File: config.mk
export PLATFORM = sky130hd
export DESIGN_NAME = alarm_buzzer_driver
export DESIGN_NICKNAME = d
export VERILOG_FILES = /design/src/rtl/alarm_buzzer_driver.sv
export SDC_FILE = /design/constraint.sdc
export NUM_CORES = 1
export LEC_CHECK = 0
export BUFFER_PORTS_ARGS = -buffer_cell sky130_fd_sc_hd__buf_2
export CAP_MARGIN = 20
export CORE_ASPECT_RATIO = 1.5
export CORE_UTILIZATION = 50
export CTS_BUF_LIST = sky130_fd_sc_hd__clkbuf_16
export CTS_CLUSTER_SIZE = 20
export DETAILED_ROUTE_END_ITERATION = 8
export PLACE_DENSITY = 0.75
export SLEW_MARGIN = 25
export SYNTH_ARGS = -nofsm -noshare
export SYNTH_HDL_FRONTEND = slang
export SYNTH_SLANG_ARGS = --single-unit
export TNS_END_PERCENT = 30
File: constraint.sdc
create_clock -name clk -period 2.9 [get_ports clk]
set_clock_uncertainty 0.05 [all_clocks]
set_input_delay 0.145 -clock clk [delete_from_list [all_inputs] [get_ports clk]]
set_output_delay 0.145 -clock clk [all_outputs]
set_load 0.05 [all_outputs]
File: src/rtl/alarm_buzzer_driver.sv
// rtl/alarm_buzzer_driver.sv - beep/pause/gap burst buzzer driver fed by the timer alarm level.
// Optional macro BUZZER_ESCALATE_EN: from the 8th burst on, the burst gap shrinks to BEEP_OFF_MS.
module alarm_buzzer_driver #(
    parameter int SYS_CLK_HZ   = 100000000,
    parameter int TONE_HZ      = 2000,
    parameter int BEEP_ON_MS   = 100,
    parameter int BEEP_OFF_MS  = 100,
    parameter int BEEP_COUNT   = 4,
    parameter int BURST_GAP_MS = 600,
    parameter int MAX_BURSTS   = 30
) (
    input  logic       clk,
    input  logic       reset_p,
    input  logic       alarm_in,
    input  logic       silence,
    output logic       buzz_out,
    output logic       active,
    output logic [7:0] burst_cnt
);

    localparam int          CPM       = SYS_CLK_HZ / 1000;
    localparam int          HALF      = SYS_CLK_HZ / (2 * TONE_HZ);
    localparam logic [31:0] ON_LAST   = 32'(BEEP_ON_MS * CPM - 1);
    localparam logic [31:0] OFF_LAST  = 32'(BEEP_OFF_MS * CPM - 1);
    localparam logic [31:0] GAP_LAST  = 32'(BURST_GAP_MS * CPM - 1);
    localparam logic [31:0] HALF_LAST = 32'(HALF - 1);
    localparam logic [31:0] BEEP_LAST = 32'(BEEP_COUNT - 1);
    localparam logic [31:0] MAX_B     = 32'(MAX_BURSTS);

    typedef enum logic [2:0] {
        S_IDLE,
        S_TONE,
        S_PAUSE,
        S_GAP,
        S_DONE
    } state_t;

    state_t      r_state;
    logic        r_alarm_prev;
    logic [31:0] r_dur;
    logic [31:0] r_tone;
    logic [31:0] r_beep;
    logic [7:0]  r_burst;
    logic        r_buzz;
    logic        r_active;

    state_t      w_state_nxt;
    logic [31:0] w_dur_nxt;
    logic [31:0] w_tone_nxt;
    logic [31:0] w_beep_nxt;
    logic [7:0]  w_burst_nxt;
    logic        w_buzz_nxt;
    logic        w_active_nxt;
    logic        w_rise;
    logic        w_running;
    logic [31:0] w_gap_last;

    assign w_rise    = alarm_in & ~r_alarm_prev;
    assign w_running = (r_state == S_TONE) || (r_state == S_PAUSE) || (r_state == S_GAP);

`ifdef BUZZER_ESCALATE_EN
    assign w_gap_last = (r_burst >= 8'd8) ? OFF_LAST : GAP_LAST;
`else
    assign w_gap_last = GAP_LAST;
`endif

    always_ff @(posedge clk or posedge reset_p) begin
        if (reset_p) begin
            r_state      <= S_IDLE;
            r_alarm_prev <= 1'b0;
            r_dur        <= '0;
            r_tone       <= '0;
            r_beep       <= '0;
            r_burst      <= '0;
            r_buzz       <= 1'b0;
            r_active     <= 1'b0;
        end else begin
            r_state      <= w_state_nxt;
            r_alarm_prev <= alarm_in;
            r_dur        <= w_dur_nxt;
            r_tone       <= w_tone_nxt;
            r_beep       <= w_beep_nxt;
            r_burst      <= w_burst_nxt;
            r_buzz       <= w_buzz_nxt;
            r_active     <= w_active_nxt;
        end
    end

    always_comb begin
        w_state_nxt = r_state;
        w_beep_nxt  = r_beep;
        w_burst_nxt = r_burst;
        case (r_state)
            S_IDLE: begin
                if (w_rise) begin
                    w_state_nxt = S_TONE;
                    w_beep_nxt  = '0;
                    w_burst_nxt = '0;
                end
            end
            S_DONE: begin
                if (!alarm_in) w_state_nxt = S_IDLE;
            end
            S_TONE, S_PAUSE, S_GAP: begin
                // Alarm removal outranks silence, which outranks the pattern timing.
                if (!alarm_in) begin
                    w_state_nxt = S_IDLE;
                end else if (silence) begin
                    w_state_nxt = S_DONE;
                end else if (r_state == S_TONE) begin
                    if (r_dur == ON_LAST) begin
                        if (r_beep < BEEP_LAST) begin
                            w_state_nxt = S_PAUSE;
                        end else begin
                            w_state_nxt = S_GAP;
                            w_burst_nxt = (r_burst == 8'hFF) ? r_burst : r_burst + 8'd1;
                        end
                    end
                end else if (r_state == S_PAUSE) begin
                    if (r_dur == OFF_LAST) begin
                        w_state_nxt = S_TONE;
                        w_beep_nxt  = r_beep + 32'd1;
                    end
                end else begin
                    if (r_dur == w_gap_last) begin
                        if ((MAX_B != 32'd0) && (32'(r_burst) == MAX_B)) begin
                            w_state_nxt = S_DONE;
                        end else begin
                            w_state_nxt = S_TONE;
                            w_beep_nxt  = '0;
                        end
                    end
                end
            end
            default: w_state_nxt = S_IDLE;
        endcase

        // Duration counter restarts on every state change so each state lasts exactly D*CPM cycles.
        w_dur_nxt = (w_running && (w_state_nxt == r_state)) ? r_dur + 32'd1 : '0;

        w_buzz_nxt = 1'b0;
        w_tone_nxt = '0;
        if (w_state_nxt == S_TONE) begin
            if (r_state != S_TONE) begin
                w_buzz_nxt = 1'b1;
            end else if (r_tone == HALF_LAST) begin
                w_buzz_nxt = ~r_buzz;
            end else begin
                w_buzz_nxt = r_buzz;
                w_tone_nxt = r_tone + 32'd1;
            end
        end

        w_active_nxt = (w_state_nxt == S_TONE) || (w_state_nxt == S_PAUSE) || (w_state_nxt == S_GAP);
    end

    assign buzz_out  = r_buzz;
    assign active    = r_active;
    assign burst_cnt = r_burst;

endmodule
# Word-level counts from Yosys, hierarchy flattened
# Cells that the tools add are included.
[classes]
add_sub_neg = 4
order_cmp = 1
eq_ne = 26
n_mux = 36
n_bitwise = 3
n_reduce_logical = 10
[ops]
columns = ["op", "n"]
rows = [
  ["$mux W32", 12],
  ["$add A32 B1 Y32 const B", 3],
  ["$pmux W32 S2", 1],
  ["$mux W8", 7],
  ["$eq A32 B15 Y1 const B", 1],
  ["$eq A32 B24 Y1 const B", 1],
  ["$eq A32 B26 Y1 const B", 1],
  ["$lt A32 B2 Y1 const B", 1],
  ["$mux W3", 10],
  ["$ne A2 B2 Y1 const B", 8],
  ["$pmux W8 S2", 1],
  ["$reduce_and A8 Y1", 2],
  ["$eq A3 B2 Y1 const B", 4],
  ["$ne A3 B3 Y1 const B", 3],
  ["$pmux W3 S3", 1],
  ["$add A8 B1 Y8 const B", 1],
  ["$eq A8 B5 Y1 const B", 1],
  ["$eq A8 B8 Y1 const B", 1],
  ["$eq A3 B1 Y1 const B", 2],
  ["$ne A3 B1 Y1 const B", 2],
  ["$logic_or A1 B1 Y1", 4],
  ["$mux W1", 4],
  ["$eq A3 B3 Y1", 1],
  ["$eq A3 B3 Y1 const B", 1],
  ["6 further kinds", 7],
]
[word_totals]
register_bits = 110
in_bits = 4
out_inout_bits = 10
word_cells = 88

# Longest topological paths before layout
# Gate-level depths: netlist of run 1.
[depth]
word_depth = 11
ltp_mapped = 11
mapped_depth_nobuf = 10

# Least setup slack after synthesis of run 1
# OpenSTA, ideal clock, no wires.
[synth_timing]
kind = "reg-to-reg"
startpoint = "register r_burst[1], in the netlist burst_cnt[1]"
endpoint = "register r_beep[10]"
setup_ns = 0.132
arrival_ns = 2.650
required_time_ns = 2.718
slack_ns = 0.068
stages_incl_launch_ff = 11
path_buffers = 2
synth_period_minus_slack_ns = 2.832
cell_sequence = "dfrtp_1 ha_1 nand4_1 or4_1 a21bo_2 o21ai_0 clkbuf_1 clkbuf_1 nor4_1 xnor2_1 nor2_1"
[synth_between]
elab_chain_len = 3
[synth_lines]
columns = ["item", "line", "rtl"]
rows = [
  ["from (decl)", "43", "logic [7:0] r_burst;"],
  ["from (signal assigned)", "83", "r_burst <= w_burst_nxt;"],
  ["$eq A8 B5 Y1", "126", "if ((MAX_B != 32'd0) && (32'(r_burst) == MAX_B)) begin"],
  ["$ne A3 B3 Y1 (no line)", "-", ""],
  ["$reduce_and A8 Y1 (no line)", "-", ""],
  ["to (signal assigned)", "82", "r_beep <= w_beep_nxt;"],
  ["to (decl)", "42", "logic [31:0] r_beep;"],
]
# No other way between the ends.
# A chain may end at the register's enable or synchronous reset.

# Worst setup path after layout of run 1
[layout_timing]
startpoint = "register r_burst[0], in the netlist burst_cnt[0]"
endpoint = "register r_dur[30]"
[layout_between]
elab_chain_len = 11
[layout_lines]
columns = ["item", "line", "rtl"]
rows = [
  ["$eq A8 B5 Y1", "126", ""],
  ["$mux W3", "126", ""],
  ["$mux W3", "125", "if (r_dur == w_gap_last) begin"],
  ["$mux W3", "119", "end else if (r_state == S_PAUSE) begin"],
  ["$mux W3", "110", "end else if (r_state == S_TONE) begin"],
  ["$mux W3", "108", "end else if (silence) begin"],
  ["$mux W3", "106", "if (!alarm_in) begin"],
  ["$pmux W3 S3", "93", "case (r_state)"],
  ["net w_state_nxt[0]", "47", "state_t w_state_nxt;"],
  ["$eq A3 B3 Y1", "139", "w_dur_nxt = (w_running && (w_state_nxt == r_state)) ? r_dur + 32'd1 : '0;"],
  ["$logic_and A1 B1 Y1", "139", ""],
  ["$mux W32", "139", ""],
  ["net w_dur_nxt[30]", "48", "logic [31:0] w_dur_nxt;"],
  ["to (signal assigned)", "80", "r_dur <= w_dur_nxt;"],
  ["to (decl)", "40", "logic [31:0] r_dur;"],
]
# The timed path passes the listed nets, and every way through them passes these cells.

==> key figures, run 1 <==
Logic synthesis
  – Top post-synthesis cells by area: dfrtp_1, xnor2_1, nor2_1, xor2_1, nor4_1
  – Post-synth cell types: 50
  – Number of synthesized flops with an enable pin: 0
  – Yosys top cell area share: between 40% and 50%
  – Largest area contributor in the netlist: dfrtp_1
  – Synthesized area: a little under 6000 sq um
  – FF+latch count, synth: 110
  – Top FF cell, synth: dfrtp_1
  – Mean Syn Cell Area: between 9 and 10 sq um
  – Cell count after synthesis: 637
  – Most frequent cells after synthesis: nor2_1, dfrtp_1, xnor2_1, nand2_1, nor4_1
  – Most frequent cell after synthesis: nor2_1
  – Ys Warns: 0
  – Post-Syn Nets: around 650
  – Asr flop ratio synth: between 90% and 100%
  – Sequential fraction of the synthesis area: about 47%

Cells and area
  – Cell area after layout: approximately 6500 sq um
  – ANT cells: 0
  – Share of layout cells above drive strength 1: 10.8%
  – Final non-filler cell total: about 810
  – Fin nets: roughly 670
  – Layout area overhead: 11.2%

STA
  – RSZ-0062 raised after global routing: no
  – Max Fclk: around 360 MHz
  – Fin Setup TNS: 0 ns
  – Min cycle time layout: between 2 and 3 ns
  – Hold Vio Cnt, Final: 0
  – Setup Viol. Count Final: 0
  – Final Slew Violations: 0
  – Worst slew pin tran: approximately 0.57 ns
  – Relative slew slack: 61.7%
  – Fin crit share: between 90% and 100%

Route
  – DR vias/cell: between 5 and 6
  – Post-route ant nets: 0
  – Final WL: about 13 mm
  – First DRT Iteration DRCs: about 370
  – DR DRC count: 0
  – DR WL/cell: roughly 16 um
  – TritonRoute pass-1 iters: 5
  – Vias: ~4700

Clock network
  – Clock Latency Late Sink: 0.35 ns
  – Num CTS Buffers: 9
  – Max clock buf depth: 2
  – Htree depth: 3
  – Worst-path clk slew: approximately 0.08 ns
  – Root Buffer: clkbuf_16
  – TritonCTS clock tree: yes
  – Clk sink count: 110

Placement
  – Dpl hpwl: 8.84 mm
  – Placed Area: about 6200 sq um
  – # port buffers: 13
  – Post-placement cell count: approximately 800
  – RD Place Congestion: around 0.9

Setup path
  – Worst EP arrival: ~3.0 ns
  – WP buf/inv: 3
  – Capture point of the worst reg-to-reg path: r_dur[30]
  – FF-to-FF setup slack: roughly 0.14 ns
  – Critical path's top delay family: simple AND/OR/NAND/NOR gates
  – Critical path, cell by cell: inv_1 > ha_1 > nand4_1 > or4_1 > and4_2 > a211o_2 > a41oi_2 > inv_1 > a21oi_2 > buf_12 > nor2_1
  – CP Class: reg -> reg
  – Cell mode on critical path: inv_1
  – CP endpoint kind: flop
  – Nature of the critical path startpoint: flop
  – Reg2reg start: burst_cnt[0]
  – CP max stage cell: or4_1
  – CP Data Required Time: between 3 and 4 ns
  – R2R depth: 11
  – Largest stage delay, worst path: approximately 0.50 ns
  – Crit-path max FO: 32

Pwr
  – Design Power: 2.84 mW
  – P per Cell Area: between 400 and 500 nW/um^2
  – Max IR drop VDD: roughly 340 uV
  – Pleak: between 2 and 3 nW

Global route
  – Gr ovfl total: 0
  – Vias in the first global route: about 4800
  – Global-route wire length before repair: around 22 mm
  – Gr usage total: between 20% and 30%
  – Largest net degree at the start of global routing: 47
  – Initial antenna violation count: 0

Floorplan
  – Core area: about 11000 sq um
  – Die X: roughly 90 um
  – Die area: 12100 sq um
  – Rows: 48
  – Starting Density: around half
  – Die Ht: 134 um
  – Io pins: 14

Run status
  – Status: completed

Run
  – Maxcap violations: 0

Worst hold path
  – Type of the most critical hold path: in -> async
-- metrics by stage --
stage / worst slack (ns) / hold WS [ns] / util, %
after floorplan: 0.0680 / 0.126 / -
after global placement: 0.107 / 0.0420 / 53.9
after detailed placement: 0.0629 / 0.0417 / 53.9
after CTS: 0.0191 / 0.220 / 56.6
after global routing: 0.00117 / 0.238 / 56.9
final: 0.136 / 0.214 / 56.9
-- area by class of cell --
cell class	count	area, sq um
fill	1005	4920
multi-input combinational	494	2940
sequential	110	2750
timing repair buffer	32	275
clock buffer	9	225
tap	150	188
clock inverter	7	56.3
inverter	12	48.8
-- kinds of logic (layout without fill, tap and decap cells) --
logic type,count (synthesis),count (layout),share of synthesized area (%)
DFF,110,110,47.2
adders and majority gates,5,5,1.07
xor gates and xnor gates,89,89,13.4
AOI/OAI and AO/OA,37,37,3.88
buffers and inverters,33,60,2.92
and+or+nand+nor,363,363,31.6
-- tightest hold or removal path, cell delays in order --
cell	delay, ns
dlygate4sd3_1	0.53
buf_2	0.13
clkinvlp_4	0.17
-- how the worst max path moves through the flow --
stage                       from  slack, ns  cells past startpoint          to
finish              burst_cnt[0]       0.14                     11   r_dur[30]
floorplan           burst_cnt[1]       0.07                     10  r_beep[10]
global placement        r_dur[0]       0.11                     10  r_tone[26]
CTS                     r_dur[0]       0.02                     10  r_tone[26]
detailed placement      r_dur[0]       0.06                     10  r_tone[26]
global route        burst_cnt[0]      0.001                     11   r_dur[30]
-- registers in the layout, summed over array words and instances (netlist names) --
register      flops
active            1
burst_cnt         8
buzz_out          1
r_alarm_prev      1
r_beep           32
r_dur            32
r_state           3
r_tone           32
-- cells in the final DEF (no fill, tap or decap), types with 8 or more instances in the layout --
| cell type | n |
|---|---|
| nand4_1 | 31 |
| xor2_1 | 31 |
| inv_1 | 11 |
| buf_4 | 12 |
| xnor2_1 | 58 |
| nand3_1 | 35 |
| or3_1 | 8 |
| and3_1 | 10 |
| nor4_1 | 36 |
| dfrtp_1 | 110 |
| nand2_1 | 50 |
| buf_2 | 13 |
| nor3_1 | 17 |
| nor2_1 | 128 |
| a21oi_1 | 8 |
| clkbuf_16 | 9 |
| o21ai_0 | 17 |
-- what timing repair did --
action,4_1_cts,5_1_grt
endpoints found under the hold margin,52,0
hold buffers,2,0
endpoints found under the setup margin,0,65
setup buffers,0,1
gates resized for setup,0,5
-- metal layers --
metal	share of wire, %	vias up	GRT usage, %
met2	54	90	40.9
met1	40	2364	24.7
met5	0	-	0
li1	-	2258	-
met4	2.8	0	9.86
met3	2.7	31	3.51
-- power breakdown --
group	switching [mW]	internal [mW]
Sequential	0.00767	1.54
Combinational	0.0841	0.0336
Clock	0.586	0.592
(Power assumes the default switching activity.)
==> run 2, diff against run 1 <==
--- a/config.mk
+++ b/config.mk
@@ -7,7 +7,6 @@
 export LEC_CHECK = 0
 export BUFFER_PORTS_ARGS = -buffer_cell sky130_fd_sc_hd__buf_2
 export CAP_MARGIN = 20
-export CORE_ASPECT_RATIO = 1.5
 export CORE_UTILIZATION = 50
 export CTS_BUF_LIST = sky130_fd_sc_hd__clkbuf_16
 export CTS_CLUSTER_SIZE = 20
==> run 2 against run 1 <==
Net effect:
- critical path depth is 2 lower
- global-route usage is 0.11 points higher
- first-iteration DRC count is 10% lower
- cell area is 0.39% higher
- largest power group unchanged
==> key figures, run 2 (synthesis results as in run 1) <==
Clock network
  – Htree depth: 3
  – Worst-path clk slew: around 0.070 ns
  – Root Buffer: clkbuf_16
  – TritonCTS clock tree: yes
  – Max clock buf depth: 2
  – Clk sink count: 110
  – Clock Latency Late Sink: ~0.35 ns
  – Num CTS Buffers: 9

Cells and area
  – Commonest non-fill, non-tap cell in the layout: nor2_1
  – Share of layout cells above drive strength 1: ~12%
  – Final Util: a little under three fifths
  – Fillers: 994
  – Largest regs: r_beep (32), r_dur (32), r_tone (32)
  – Most frequent cells in the layout: nor2_1, dfrtp_1, xnor2_1
  – Fin nets: between 600 and 700
  – Layout area overhead: 11.6%
  – ANT cells: 0

Setup path
  – Worst EP arrival: around 3.0 ns
  – R2R depth: 9
  – Largest stage delay, worst path: between 0.5 and 0.6 ns
  – Crit path from: r_dur[1]
  – Reg2reg start: r_dur[1]
  – CP Data Required Time: 3.12 ns
  – Nature of the critical path startpoint: flop
  – CP Class: reg -> reg
  – Capture point of the worst reg-to-reg path: r_tone[2]
  – CP max stage cell: or4_4
  – CP endpoint kind: flop
  – Critical path, cell by cell: ha_4 > and4_2 > nand3_1 > nor4_1 > o21ai_1 > and2_2 > or4_4 > buf_12 > nor2_1
  – FF-to-FF setup slack: about 0.16 ns
  – Crit-path max FO: 32

STA
  – Hold Vio Cnt, Final: 0
  – Fin crit share: 94.6%
  – Min cycle time layout: approximately 2.7 ns
  – Worst slew pin tran: between 0.9 and 1 ns
  – Final worst slack: 0.155 ns
  – Setup Viol. Count Final: 0
  – Max Fclk: 364 MHz
  – Final Slew Violations: 0
  – Relative slew slack: between 30% and 40%

Floorplan
  – Die area: approximately 12000 sq um
  – Core area: about 11000 sq um
  – Die Ht: 110 um
  – Io pins: 14
  – Starting Density: between 50% and 60%
  – Rows: 39
  – Die X: about 110 um

Route
  – Post-route ant nets: 0
  – DR WL/cell: between 15 and 20 um
  – Final WL: roughly 12 mm
  – Vias: ~4700
  – DR vias/cell: 5.75
  – First DRT Iteration DRCs: 330
  – DR DRC count: 0
  – TritonRoute pass-1 iters: 4

Worst hold path
  – Worst Hold Path EP: r_state[1]
  – Hold Crit Depth: 4
  – Type of the most critical hold path: in -> reg
  – Hold_sp: silence

Placement
  – # port buffers: 13
  – RD Place Congestion: around 0.86
  – Dpl hpwl: 8.21 mm
  – Pre-CTS setup slack: around 0.00057 ns

Pwr
  – P per Cell Area: approximately 440 nW/um^2
  – Pleak: approximately 2.6 nW
  – Max IR drop VDD: between 400 and 500 uV

Global route
  – Initial antenna violation count: 0
  – Gr usage total: 22.2%
  – Largest net degree at the start of global routing: 50
  – Gr ovfl total: 0
  – Global-route wire length before repair: between 20 and 25 mm
  – Vias in the first global route: 4647

Run
  – Maxcap violations: 0

Run status
  – Status: completed
## run 2: cell count changes in the layout (fill, tap and decap cells not counted), moves of 2 or more
cell / change
inv_6: -3
dfrtp_2: +2
dfrtp_1: -2
buf_12: -2
clkinvlp_4: -4
clkinv_2: +3
buf_4: +5
clkinv_1: +2
## run 2: metrics by stage
step	cells	cell area, sq um	power, mW	hold slack, ns	TNS [ns]
5_1_grt	810	6510	2.94	0.295	-0.00177
3_3_place_gp	789	6130	1.68	0.242	0
4_1_cts	807	6440	2.87	0.249	0
3_5_place_dp	789	6130	1.68	0.238	0
6_report	810	6510	2.84	0.259	0
2_1_floorplan	637	5840	1.65	0.126	0
## run 2: worst max path at each step
stage / end / slack, ns / cells after the start
CTS: r_tone[2] / 0.006 / 8
finish: r_tone[2] / 0.16 / 9
global placement: r_tone[26] / 0.09 / 10
global route: r_tone[2] / -0.002 / 10
detailed placement: burst_cnt[3] / 0.0006 / 6
floorplan: r_beep[10] / 0.07 / 10
## run 2: cell type report
class                      count  area (sq um)  share of cell area, %
clock inverter                 7          56.3                  0.864
tap                          143           179                   2.75
clock buffer                   9           225                   3.46
timing repair buffer          35           273                   4.19
inverter                      12          48.8                  0.749
multi-input combinational    494          2980                   45.7
sequential                   110          2760                   42.3
## run 2: timing repair
| action | CTS | global route |
|---|---|---|
| hold buffers | 2 | 0 |
| hold endpoints to repair | 40 | 0 |
| setup endpoints to repair | 2 | 79 |
| gates resized for setup | 2 | 10 |
| setup buffers | 0 | 3 |
| pin swaps | 1 | 3 |
## run 2: metal layers
layer | global-route usage (%) | vias to the layer above | share of wire (%)
met5 | 0 | - | 0
met4 | 7.90 | 0 | 1.5
met3 | 4.35 | 14 | 2.7
met2 | 38.3 | 76 | 51
met1 | 27.6 | 2301 | 45
li1 | - | 2266 | -
## run 2: worst max-delay path, delay by kind of cell (launching register included)
kind            cells  cell delay [ns]
simple gates        6             1.69
flops               1             0.42
buf+inv             1             0.19
fa+ha+maj           1             0.18
compound gates      1             0.13
## run 2: where the power goes
group	leakage, nW	internal (mW)	total, mW	switching, mW
clock	0.145	0.656	1.19	0.530
combinational	0.880	0.0297	0.111	0.0808
sequential	1.53	1.54	1.55	0.00691
==> run 3, diff against run 2 <==
--- a/config.mk
+++ b/config.mk
@@ -11,7 +11,8 @@
 export CTS_BUF_LIST = sky130_fd_sc_hd__clkbuf_16
 export CTS_CLUSTER_SIZE = 20
 export DETAILED_ROUTE_END_ITERATION = 8
-export PLACE_DENSITY = 0.75
+export GPL_TIMING_DRIVEN = 0
+export PLACE_DENSITY = 0.72
 export SLEW_MARGIN = 25
 export SYNTH_ARGS = -nofsm -noshare
 export SYNTH_HDL_FRONTEND = slang
==> constraint.sdc (replaced) <==
create_clock -name clk -period 3.2 [get_ports clk]
set_clock_uncertainty 0.05 [all_clocks]
set_input_delay 0.16 -clock clk [delete_from_list [all_inputs] [get_ports clk]]
set_output_delay 0.16 -clock clk [all_outputs]
set_load 0.05 [all_outputs]
==> run 3 against run 2 <==
Net effect:
- sequential power is 9.7% lower
- total power fell by 5.0%
- clock power hardly changed
- sequential share of layout area hardly changed
- wire length fell by 2.8%
- critical path depth increased by 1
- critical path type unchanged
- largest cell class unchanged
==> key figures, run 3 (synthesis results as in run 1) <==
Setup path
  – Cell mode on critical path: buf_6
  – Worst EP arrival: ~3.2 ns
  – CP Class: reg -> reg
  – WP buf/inv: 2
  – Critical path's top delay family: simple AND/OR/NAND/NOR gates
  – Largest stage delay, worst path: approximately 0.54 ns
  – Critical path, cell by cell: ha_1 > nand4_1 > nor4_4 > and3_1 > o21ai_0 > and2_2 > or4_1 > buf_6 > buf_6 > nor2_1
  – CP max stage cell: or4_1
  – Nature of the critical path startpoint: flop
  – Crit-path max FO: 10
  – CP endpoint kind: flop
  – CP Data Required Time: 3.44 ns

STA
  – RSZ-0062 raised after global routing: yes
  – WHS: about 0.24 ns
  – Setup Viol. Count Final: 0
  – Fin crit share: 93.8%
  – Max Fclk: approximately 330 MHz
  – Final Slew Violations: 0
  – Relative slew slack: 44.3%
  – Worst slew pin tran: 0.828 ns
  – Final worst slack: ~0.2 ns
  – Min cycle time layout: around 3 ns
  – Hold Vio Cnt, Final: 0

Placement
  – Dpl hpwl: 8.32 mm
  – # port buffers: 13
  – RD Place Congestion: around 0.83
  – Pre-CTS setup slack: -0.140 ns

Clock network
  – Worst-path clk slew: approximately 0.07 ns
  – Root Buffer: clkbuf_16
  – Max clock buf depth: 2
  – Clock Latency Late Sink: between 0.3 and 0.4 ns
  – Num CTS Buffers: 9
  – Htree depth: 3
  – Clk sink count: 110
  – TritonCTS clock tree: yes
  – Setup bufs post-CTS: 0

Pwr
  – Flop pwr share: about half
  – Pleak: between 2 and 3 nW
  – Max IR drop VDD: between 400 and 500 uV
  – Internal: 2.11 mW
  – Clock power share: between 40% and 50%
  – P_sw: approximately 0.6 mW
  – P per Cell Area: roughly 410 nW/um^2
  – Switching part of the total power: 21.9%
  – Combinational power share: between 3 and 4%

Run
  – Maxcap violations: 0

Route
  – TritonRoute pass-1 iters: 5
  – Vias: around 4600
  – Final WL: around 12 mm
  – DR DRC count: 0
  – First DRT Iteration DRCs: approximately 330
  – DR vias/cell: 5.65
  – DR WL/cell: between 10 and 15 um
  – Post-route ant nets: 0

Global route
  – Largest net degree at the start of global routing: 58
  – Global-route wire length before repair: between 20 and 25 mm
  – Gr ovfl total: 0
  – Gr usage total: between 20 and 25%
  – Initial antenna violation count: 0
  – Vias in the first global route: 4476

Cells and area
  – ANT cells: 0
  – Fillers: just over 1000
  – Share of layout cells above drive strength 1: a little over a tenth
  – Commonest non-fill, non-tap cell in the layout: nor2_1
  – Fin nets: a little under 700
  – Largest regs: r_beep (32), r_dur (32), r_tone (32)
  – Layout area overhead: 11.7%
  – Multi-input gate area: approximately 3000 sq um
  – Most frequent cells in the layout: nor2_1, dfrtp_1, xnor2_1
  – Flip-flop and latch area: 2750 sq um

Floorplan
  – Rows: 39
  – Die area: 12100 sq um
  – Core area: around 11000 sq um
  – Die Ht: approximately 110 um
  – Die X: 110 um
  – Starting Density: about half
  – Io pins: 14

Worst hold path
  – Type of the most critical hold path: in -> reg

Run status
  – Status: completed
==> run 3: cell count changes in the layout (fill, tap and decap cells not counted), moves of 3 or more <==
cell,change
buf_6,+3
nor4_1,-3
buf_4,-15
clkbuf_1,+7
buf_12,-3
clkinv_2,-3
buf_2,+4
clkbuf_2,+3
==> run 3: repair_timing <==
| item | CTS | global route |
|---|---|---|
| endpoints found under the setup margin | 23 | 65 |
| pin swaps | 0 | 0 |
| hold buffers | 2 | 0 |
| endpoints found under the hold margin | 55 | 0 |
| gates resized for setup | 2 | 13 |
==> run 3: path summary, 6_finish.rpt <==
path	startpoint	to	slack, ns	cells after the start
worst min register to register	r_tone[0]	r_tone[0]	0.42	1
max in group asynchronous	reset_p	burst_cnt[0]	2.13	4
worst max register to register	r_dur[0]	r_tone[15]	0.20	10
min in group asynchronous	reset_p	r_tone[11]	0.33	3
worst min-delay path	silence	r_state[2]	0.24	4
worst max-delay path	r_dur[0]	r_tone[15]	0.20	10
==> run 3: cell type report <==
| class | instances | area share (%) |
|---|---|---|
| multi-input cells | 494 | 45.6 |
| well taps | 143 | 2.75 |
| clock inverters | 7 | 1.50 |
| flip-flops and latches | 110 | 42.3 |
| inverters | 12 | 0.768 |
| plain buffers | 21 | 1.98 |
| repair buffers | 16 | 1.73 |
| clock buffers | 9 | 3.46 |
==> run 3: worst reg2reg max path, cell delays in order, from the launching register on <==
cell     delay [ns]
dfrtp_1        0.40
ha_1           0.25
nand4_1        0.26
nor4_4         0.41
and3_1         0.24
o21ai_0        0.13
and2_2         0.24
or4_1          0.54
buf_6          0.16
buf_6          0.14
nor2_1         0.11
==> run 3: routing by layer <==
metal  GRT usage, %  share of wire (%)  vias to the layer above
li1               -                  -                     2271
met1           28.8                 47                     2201
met2           36.1                 47                       98
met3           5.70                4.3                       15
met4           7.71                1.7                        0
met5              0                  0                        -
==> run 3: stage by stage <==
stage / instances / setup TNS, ns / util, % / total power, mW / area [sq um]
floorplan: 637 / 0 / - / 1.49 / 5830
global placement: 793 / -118.43 / 53.2 / 1.52 / 6080
detailed placement: 794 / -2.37 / 53.6 / 1.53 / 6120
CTS: 812 / 0 / 56.7 / 2.74 / 6470
global route: 812 / -0.00331 / 57.1 / 2.80 / 6520
finish: 812 / 0 / 57.1 / 2.70 / 6520
==> run 3: power groups by stage <==
stage,Sequential (mW),Combinational (mW),Clock (mW)
final,1.40,0.102,1.20
after global routing,1.40,0.116,1.29
after CTS,1.40,0.103,1.24
after detailed placement,1.43,0.100,0
after global placement,1.43,0.0928,0
after floorplan,1.43,0.0631,0
